==> config.mk <==
export PLATFORM = sky130hd
export DESIGN_NAME = fetch_stage
export DESIGN_NICKNAME = d
export VERILOG_FILES = /design/src/rtl/fetch_stage.sv
export SDC_FILE = /design/constraint.sdc
export NUM_CORES = 1
export LEC_CHECK = 0
export BUFFER_PORTS_ARGS = -buffer_cell sky130_fd_sc_hd__buf_4
export CAP_MARGIN = 40
export CORE_MARGIN = 2
export CORE_UTILIZATION = 43
export CTS_BUF_LIST = sky130_fd_sc_hd__clkbuf_16
export DETAILED_ROUTE_END_ITERATION = 6
export GPL_ROUTABILITY_DRIVEN = 1
export PLACE_DENSITY = 0.66
export SKIP_LAST_GASP = 1
export SYNTH_ARGS = -nofsm -noshare
export SYNTH_HDL_FRONTEND = slang
export SYNTH_SLANG_ARGS = --single-unit
==> constraint.sdc <==
create_clock -name clk -period 10.83 [get_ports clk]
set_input_delay 0 -clock clk [delete_from_list [all_inputs] [get_ports clk]]
set_output_delay 0 -clock clk [all_outputs]
set_load 0.01 [all_outputs]
==> src/rtl/fetch_stage.sv <==
`default_nettype none
// ============================================================================
// Module      : fetch_stage
// Description : Instruction fetch stage. Owns the program counter and issues
//               one word read at a time to instruction memory. Fetched
//               {pc, instr} pairs are buffered in a small circular FIFO and
//               handed downstream with a valid/ready handshake. A redirect
//               loads a new PC and flushes every buffered and in-flight fetch.
// Ports       : clk, rst                 - clock, synchronous active-high reset
//               imem_req, imem_addr      - single-cycle read request and address
//               imem_rvalid, imem_rdata  - read response from instruction memory
//               redirect_valid/_pc       - new fetch target, flushes the stage
//               out_valid, out_ready     - downstream handshake on FIFO head
//               out_pc, out_instr        - head entry contents
//               out_pc_plus4             - out_pc + 4 (mod 2^32)
// Revision    : 1.0 - initial release
// ============================================================================
module fetch_stage #(
    parameter logic [31:0] RESET_PC = 32'h0000_3000,
    parameter int          DEPTH    = 2
) (
    input  logic        clk,
    input  logic        rst,
    output logic        imem_req,
    output logic [31:0] imem_addr,
    input  logic        imem_rvalid,
    input  logic [31:0] imem_rdata,
    input  logic        redirect_valid,
    input  logic [31:0] redirect_pc,
    output logic        out_valid,
    input  logic        out_ready,
    output logic [31:0] out_pc,
    output logic [31:0] out_instr,
    output logic [31:0] out_pc_plus4
);

    localparam int PTR_W = (DEPTH > 1) ? $clog2(DEPTH) : 1;
    localparam int CNT_W = PTR_W + 1;
    localparam logic [CNT_W-1:0] c_depth = CNT_W'(DEPTH);

    // IDLE: nothing outstanding; WAIT: response will be kept;
    // DROP: response belongs to a flushed fetch and will be discarded.
    typedef enum logic [1:0] {
        ST_IDLE = 2'd0,
        ST_WAIT = 2'd1,
        ST_DROP = 2'd2
    } state_t;

    state_t             r_state;
    state_t             w_state_nxt;
    logic [31:0]        r_pc;
    logic [31:0]        r_req_pc;
    logic [PTR_W-1:0]   r_head;
    logic [PTR_W-1:0]   r_tail;
    logic [CNT_W-1:0]   r_count;
    logic [31:0]        r_mem_pc    [DEPTH];
    logic [31:0]        r_mem_instr [DEPTH];

    logic               w_req;
    logic               w_push;
    logic               w_pop;
    logic               w_nonempty;

    // The low bits of a redirect target are forced to zero (word alignment).
    logic               w_unused;
    assign w_unused = &{1'b0, redirect_pc[1:0]};

    // Only one request may be outstanding, and only when the FIFO is
    // guaranteed to have room for its response.
    assign w_req      = (r_state == ST_IDLE) && (r_count < c_depth) && !redirect_valid && !rst;
    assign w_nonempty = (r_count != '0);
    // A redirect flushes the FIFO, so a coincident pop is suppressed.
    assign w_pop      = w_nonempty && out_ready && !redirect_valid;

    assign imem_req     = w_req;
    assign imem_addr    = r_pc;
    assign out_valid    = w_nonempty && !rst;
    assign out_pc       = r_mem_pc[r_head];
    assign out_instr    = r_mem_instr[r_head];
    assign out_pc_plus4 = r_mem_pc[r_head] + 32'd4;

    // ------------------------------------------------------------------
    // State machine
    // ------------------------------------------------------------------
    always_ff @(posedge clk) begin
        if (rst) begin
            r_state <= ST_IDLE;
        end else begin
            r_state <= w_state_nxt;
        end
    end

    always_comb begin
        w_state_nxt = r_state;
        w_push      = 1'b0;
        case (r_state)
            ST_IDLE: begin
                // A response arriving here is a protocol violation: ignored.
                if (w_req) begin
                    w_state_nxt = ST_WAIT;
                end
            end
            ST_WAIT: begin
                if (redirect_valid) begin
                    w_state_nxt = imem_rvalid ? ST_IDLE : ST_DROP;
                end else if (imem_rvalid) begin
                    w_state_nxt = ST_IDLE;
                    w_push      = 1'b1;
                end
            end
            ST_DROP: begin
                if (imem_rvalid) begin
                    w_state_nxt = ST_IDLE;
                end
            end
            default: begin
                w_state_nxt = ST_IDLE;
            end
        endcase
    end

    // ------------------------------------------------------------------
    // PC and output FIFO
    // ------------------------------------------------------------------
    always_ff @(posedge clk) begin
        if (rst) begin
            r_pc     <= RESET_PC;
            r_req_pc <= '0;
            r_head   <= '0;
            r_tail   <= '0;
            r_count  <= '0;
            // Storage is cleared so the data outputs are never X.
            for (int i = 0; i < DEPTH; i++) begin
                r_mem_pc[i]    <= '0;
                r_mem_instr[i] <= '0;
            end
        end else if (redirect_valid) begin
            r_pc    <= {redirect_pc[31:2], 2'b00};
            r_head  <= '0;
            r_tail  <= '0;
            r_count <= '0;
        end else begin
            if (w_req) begin
                r_req_pc <= r_pc;
                r_pc     <= r_pc + 32'd4;
            end
            if (w_push) begin
                r_mem_pc[r_tail]    <= r_req_pc;
                r_mem_instr[r_tail] <= imem_rdata;
                r_tail              <= r_tail + PTR_W'(1);
            end
            if (w_pop) begin
                r_head <= r_head + PTR_W'(1);
            end
            case ({w_push, w_pop})
                2'b10:   r_count <= r_count + CNT_W'(1);
                2'b01:   r_count <= r_count - CNT_W'(1);
                default: r_count <= r_count;
            endcase
        end
    end

endmodule
`default_nettype wire
==> impl_results.md, run 1 <==
* Core area at 0.02096 mm²
* CTS buffer count at 17
* Worst Clk Skew at 0.009361 ns
* Top Ports at 199
* Worst VDD drop at 0.1021 mV
* Vias per cell at 5.134
* FF-to-FF End: r_mem_instr[1][8]$_SDFFCE_PN0P_
* Slew @ Worst Pin at 0.8554 ns
* CP arrival at 3.21 ns
* Max Cap Viol at 0
* Fin crit period at 3.208 ns
* Status: complete, no violations
* CP Capture Type: output port
* Port buffer count at 190
* Rows at 53
* Most common cell in the netlist: and2_1
* Hold Path Depth at 4
* Root Buffer: clkbuf_16
* R2R cell count at 7
* Hpwl dp at 14.63 mm
* WP data required at 10.83 ns
* TNS Setup at 0 ns
* Final ANT Viol Nets at 0
* CP max stage cell: nand4_1
* Seq/Total Area, Yosys at 55.42%
* Share of cells above drive strength 1 at 26.11%
* Area grow syn2layout at 30.98%
* Hold Path End: r_head$_SDFFE_PP0P_
* Cell Pwr Density at 132.1 mW/mm²
* Hold Path Class: primary input to flop
* Vias at 7095
* Slew HR at 42.97%
* Crit path top cell by count: buf_4
* Die Ht at 149.8 µm
* CTS clk-pin slew, worst paths at 0.06 ns
* Cells after synthesis at 861
* GPL Wtd Cong at 0.8486
* Initial antenna violation count at 0
* Hold slack final at 0.02583 ns
* TritonCTS Sinks at 191
* Number of global-route vias before repair at 6900
* Post-synth top area share at 40.74%
* Detailed-route wire length per cell at 16.26 µm
* Reg-to-reg startpoint: r_state[0]$_SDFFE_PP0P_
* Iter 0 DRT Violations at 390
* Predominant post-synthesis flop cell: edfxtp_1
* Fin. Hold Viols at 0
* H-tree depth at 4
* Clock Path Buffers at 2
* Largest net degree at the start of global routing at 77
* Post-synth top cells: 131 x and2_1, 124 x edfxtp_1, 111 x nand2_1
* R2R Setup Slk at 7.93 ns
* Crit-path cells: buf_4, buf_16, nand3_1, a22oi_1, nand4_1, nor3b_1, xor2_1, buf_4
* Nets at 1166
* Total Wirelength at 22.48 mm
* Die area at 0.02244 mm²
* RSZ-0062 raised after global routing: no
* Post-synth EDFFs at 124
* Ys Warns at 0
* Total GRT Usage at 19.93%
* Top area cells in the synthesized netlist: edfxtp_1 41%, dfxtp_1 15%, and2_1 9.0%
* Fin crit share at 29.62%
* Initial core utilization at 43.61%
* Async S/R FF share, synth at 0%
* Worst hold start: out_ready
* Grt ovf at 0
* Die X-Extent at 149.8 µm
* Worst-Skew Late Latency at 0.42 ns
* Synth area leader: edfxtp_1
* # diodes at 0
* Startpoint types: flop
* Final setup fails at 0
* CP peak stage delay at 0.56 ns
* DRC at 0
* Worst Path Class, Setup: flop to output port
* Distinct cell type count after synthesis at 54
* Maximum clock frequency at 311.8 MHz
* Post-Syn Area per Cell at 10.61 µm²
* CTS tree: done
* Max FO, Critical Path at 76
* Seq cells post-synth at 191
* Cts repair resizes at 0
* Syn Std Cell Area at 0.009139 mm²
* DRT Pass-1 Iters at 5
* First-pass GRT wire length at 35.42 mm
* Leak at 0.004760 µW
* Max-slew violations at 0
==> power breakdown <==
group | switching, µW | internal (µW) | total (µW)
logic | 81.8 | 85.1 | 167
clock network | 270 | 317 | 587
registers | 23.8 | 803 | 827
total | 376 | 1210 | 1580
==> layout by cell type (no fill, tap or decap), drive strengths merged, types with 2 or more instances in the layout <==
master	synthesis	final
nand4	16	16
o211ai	4	4
nor3b	4	4
dfxtp	67	67
nor3	17	17
a21oi	56	56
a32oi	2	2
or4	4	4
edfxtp	124	124
nand3	26	26
a2bb2oi	2	2
and3	10	10
nor2b	2	2
nor4	4	4
nand2b	3	3
conb	1	6
ha	3	3
mux2i	7	7
nand2	111	111
or3	3	3
o311ai	2	2
o22ai	7	7
clkinv	0	6
dlygate4sd3	0	63
clkbuf	30	17
and2	131	131
a31oi	16	16
a22oi	6	6
o21ai	17	17
mux2	56	56
xor2	25	25
nand3b	4	4
or2	2	2
nor2	37	37
nand4b	3	3
xnor2	9	9
inv	13	20
buf	24	199
o32a	2	2
==> worst max-delay path by stage <==
stage / endpoint / slack [ns] / startpoint
floorplan: r_mem_instr[0][0]$_SDFFCE_PN0P_ / 5.20 / r_state[0]$_SDFFE_PP0P_
finish: out_pc_plus4[24] / 7.62 / flop
detailed placement: r_mem_instr[1][21]$_SDFFCE_PN0P_ / 7.76 / redirect_valid
global route: out_pc_plus4[28] / 7.36 / flop
CTS: out_pc_plus4[24] / 7.50 / flop
global placement: out_pc_plus4[24] / 7.70 / flop
==> layout make-up <==
class	count	area, µm²
clock buffer	17	425.4
clock inverter	15	123.9
fill	1798	8985
inverter	13	48.80
multi-input combinational	608	3791
sequential	191	5069
tap	275	344.1
timing repair buffer	263	2168
==> through the flow <==
| step | total power (µW) | util, % | setup WS [ns] | instances | cell area (µm²) |
|---|---|---|---|---|---|
| after floorplan | 914.5 | - | 5.203 | 866 | 9158 |
| after global placement | 987.8 | 51.18 | 7.703 | 1283 | 10720 |
| after detailed placement | 991.1 | 51.49 | 7.764 | 1287 | 10790 |
| after CTS | 1591 | 57.12 | 7.497 | 1382 | 11970 |
| after global routing | 1633 | 57.12 | 7.361 | 1382 | 11970 |
| final | 1581 | 57.12 | 7.622 | 1382 | 11970 |
==> what timing repair did <==
| action | 4_1_cts | 5_1_grt |
|---|---|---|
| setup buffers | 0 | 0 |
| hold buffers | 63 | 0 |
| endpoints found under the hold margin | 96 | 0 |
==> layer usage <==
metal / global-route usage [%] / routed length [µm] / vias to the layer above
li1: - / - / 3510
met1: 27.57 / 10430 / 3324
met2: 32.34 / 10150 / 242
met3: 3.476 / 1593 / 19
met4: 5.613 / 299 / 0
met5: 0 / 0 / -
==> cell families after synthesis <==
kind of cell | count (synthesis) | share of synthesized area [%]
fa+ha+maj | 3 | 0.4108
simple gates | 380 | 21.74
buf+inv | 67 | 3.532
compound gates | 122 | 7.927
mux | 63 | 7.667
xor+xnor | 34 | 3.259
flops | 191 | 55.42
other cells | 1 | 0.04103
==> flip-flops by register name, summed over array words and instances (netlist names), named ones only <==
register     count
r_mem_instr     64
r_mem_pc        60
imem_addr       30
r_req_pc        30
r_count          2
r_state          2
r_head           1
r_tail           1
==> critical path, delay by kind of cell, from the launching register on <==
kind	cells	cell delay [ns]
buffers and inverters	3	0.71
xor gates and xnor gates	1	0.18
DFF	1	0.33
and+or+nand+nor	3	1.12
AOI/OAI and AO/OA	1	0.43
No activity file was read; power rests on OpenSTA's default activity.
==> run 2: changes to the inputs <==
PLACE_DENSITY = 0.68   (was 0.66)
clock period = 2.7 ns   (was 10.83 ns; I/O delays follow)
==> run 2 against run 1 <==
Net effect: cell count is 0.94% higher; die area stayed put; worst setup slack worse by 7.4 ns; first-iteration DRC count is 1.0% higher; critical endpoint is now out_pc_plus4[31]; highest routed layer unchanged.
==> impl_results.md, run 2 (synthesis results as in run 1) <==
* H-tree depth at 4 (unchanged)
* CTS buffer count at 17 (unchanged)
* Worst hold start: out_ready
* Core area at 0.02096 mm² (unchanged)
* Leak at 0.004841 µW (+1.7%)
* Total Wirelength at 22.49 mm (about the same)
* Clock Path Buffers at 2 (unchanged)
* Worst VDD drop at 0.3692 mV (+260%)
* CP Capture Type: output port
* Area grow syn2layout at 32.97%
* Total GRT Usage at 20.06% (+0.13 points)
* RSZ-0062 raised after global routing: no
* Finished Core Util at 57.99% (+0.87 points)
* Cell Pwr Density at 537.4 mW/mm² (+310%)
* CP arrival at 2.51 ns (-0.70 ns)
* CTS tree: done
* Final ANT Viol Nets at 0 (unchanged)
* DRC at 0 (unchanged)
* Share of cells above drive strength 1 at 27.32% (+1.2 points)
* Hold Path Class: primary input to flop
* Hold Path End: r_head$_SDFFE_PP0P_
* Worst-Skew Late Latency at 0.43 ns (about the same)
* WP data required at 2.70 ns (-8.13 ns)
* Commonest non-fill, non-tap cell in the layout: buf_4
* Final Power at 6530 µW (+310%)
* Reg-to-reg startpoint: r_state[0]$_SDFFE_PP0P_
* Final setup fails at 0 (unchanged)
* Vias at 7219 (+1.7%)
* Fin crit period at 2.511 ns
* FF-to-FF End: imem_addr[22]$_SDFFE_PP0P_
* R2R Setup Slk at 0.64 ns (-7.29 ns)
* TNS Setup at 0 ns (unchanged)
* Reg with most FFs: r_mem_instr
* Nets at 1180 (+1.2%)
* Slew HR at 43.51% (+0.54 points)
* Worst Clk Skew at 0.01143 ns (+0.002072 ns)
* Max-slew violations at 0 (unchanged)
* Max reg flops at 64 (unchanged)
* Max FO, Critical Path at 16 (-79%)
* First-pass GRT wire length at 35.54 mm (+0.33%)
* Hold Path Depth at 4 (unchanged)
* DRT Pass-1 Iters at 6 (+1)
* Maximum clock frequency at 398.3 MHz
* Die Ht at 149.8 µm (unchanged)
* Startpoint types: flop
* Die X-Extent at 149.8 µm (unchanged)
* Layout Cells excl Fill at 1395 (+0.94%)
* Worst Path Class, Setup: flop to output port
* Rows at 53 (unchanged)
* Port buffer count at 190 (unchanged)
* # diodes at 0 (unchanged)
* Root Buffer: clkbuf_16
* Regs by FF count: r_mem_instr: 64 flops, r_mem_pc: 60 flops
* Post-DP Area at 0.01089 mm² (+0.96%)
* Placed insts at 1299 (+0.93%)
* Max Cap Viol at 0 (unchanged)
* Top Ports at 199 (unchanged)
* Number of global-route vias before repair at 6979 (+1.1%)
* Detailed-route wire length per cell at 16.12 µm (-0.87%)
* Vias per cell at 5.175 (+0.80%)
* Initial antenna violation count at 0 (unchanged)
* Initial core utilization at 43.61% (unchanged)
* GPL Wtd Cong at 0.8463 (-0.27%)
* Largest net degree at the start of global routing at 65 (-16%)
* Fin. Hold Viols at 0 (unchanged)
* Final instance area at 0.01215 mm² (+1.5%)
* Fin crit share at 92.98%
* R2R cell count at 5 (-2)
* Die area at 0.02244 mm² (unchanged)
* CTS clk-pin slew, worst paths at 0.07 ns (about the same)
* Slew @ Worst Pin at 0.8442 ns (-0.01123 ns)
* Grt ovf at 0 (unchanged)
* Status: complete, no violations
* Hpwl dp at 14.64 mm (about the same)
* Iter 0 DRT Violations at 394 (+1.0%)
* TritonCTS Sinks at 191 (unchanged)
* Most frequent cells in the layout: 208 x buf_4, 131 x and2_1, 124 x edfxtp_1, 111 x nand2_1, 66 x dfxtp_1
-- run 2: per-stage QoR --
stage | hold slack, ns | setup slack, ns
finish | 0.02058 | 0.1895
global route | 0.04460 | 0.01351
CTS | 0.005997 | 0.01872
detailed placement | 0.1840 | 0.3747
global placement | 0.1800 | 0.4201
floorplan | 0.07931 | 0.1312
-- run 2: worst max path at each step --
stage	start	endpoint	slack, ns
after floorplan	flop	out_pc_plus4[24]	0.13
after global placement	flop	out_pc_plus4[31]	0.42
final	flop	out_pc_plus4[31]	0.19
after CTS	flop	out_pc_plus4[31]	0.02
after global routing	flop	out_pc_plus4[29]	0.01
after detailed placement	flop	out_pc_plus4[31]	0.37
-- run 2: what timing repair did --
item | CTS | global route
hold buffers | 63 | 0
gates resized for setup | 1 | 2
endpoints found under the hold margin | 96 | 0
endpoints found under the setup margin | 5 | 17
pin swaps | 1 | 0
setup buffers | 1 | 1
-- run 2: worst max-delay path: stages, from the launching register on --
cell,delay [ns]
dfxtp_4,0.42
nand4b_1,0.23
a22oi_1,0.36
buf_4,0.21
nand3_1,0.19
nor4_1,0.35
xor2_1,0.18
buf_4,0.14
-- run 2: routing by layer --
layer  GRT usage [%]  wire length, µm  share of wire (%)
met4           5.755              256                1.1
met1           27.26            10080                 45
met3           4.024             1594                7.1
met2           32.71            10560                 47
met5               0                0                  0
-- run 2: power breakdown --
group,switching [µW],internal [µW],leakage [µW]
Combinational,328,349,0.00273
Clock,1080,1450,0.000284
Sequential,96.3,3220,0.00183
Total,1510,5020,0.00484
-- run 2: final cells by class --
| cell class | count | area [µm²] |
|---|---|---|
| multi-input combinational | 608 | 3800 |
| clock buffer | 17 | 425.4 |
| inverter | 13 | 48.80 |
| fill | 1789 | 8803 |
| tap | 275 | 344.1 |
| timing repair buffer | 277 | 2298 |
| sequential | 191 | 5069 |
| clock inverter | 14 | 166.4 |
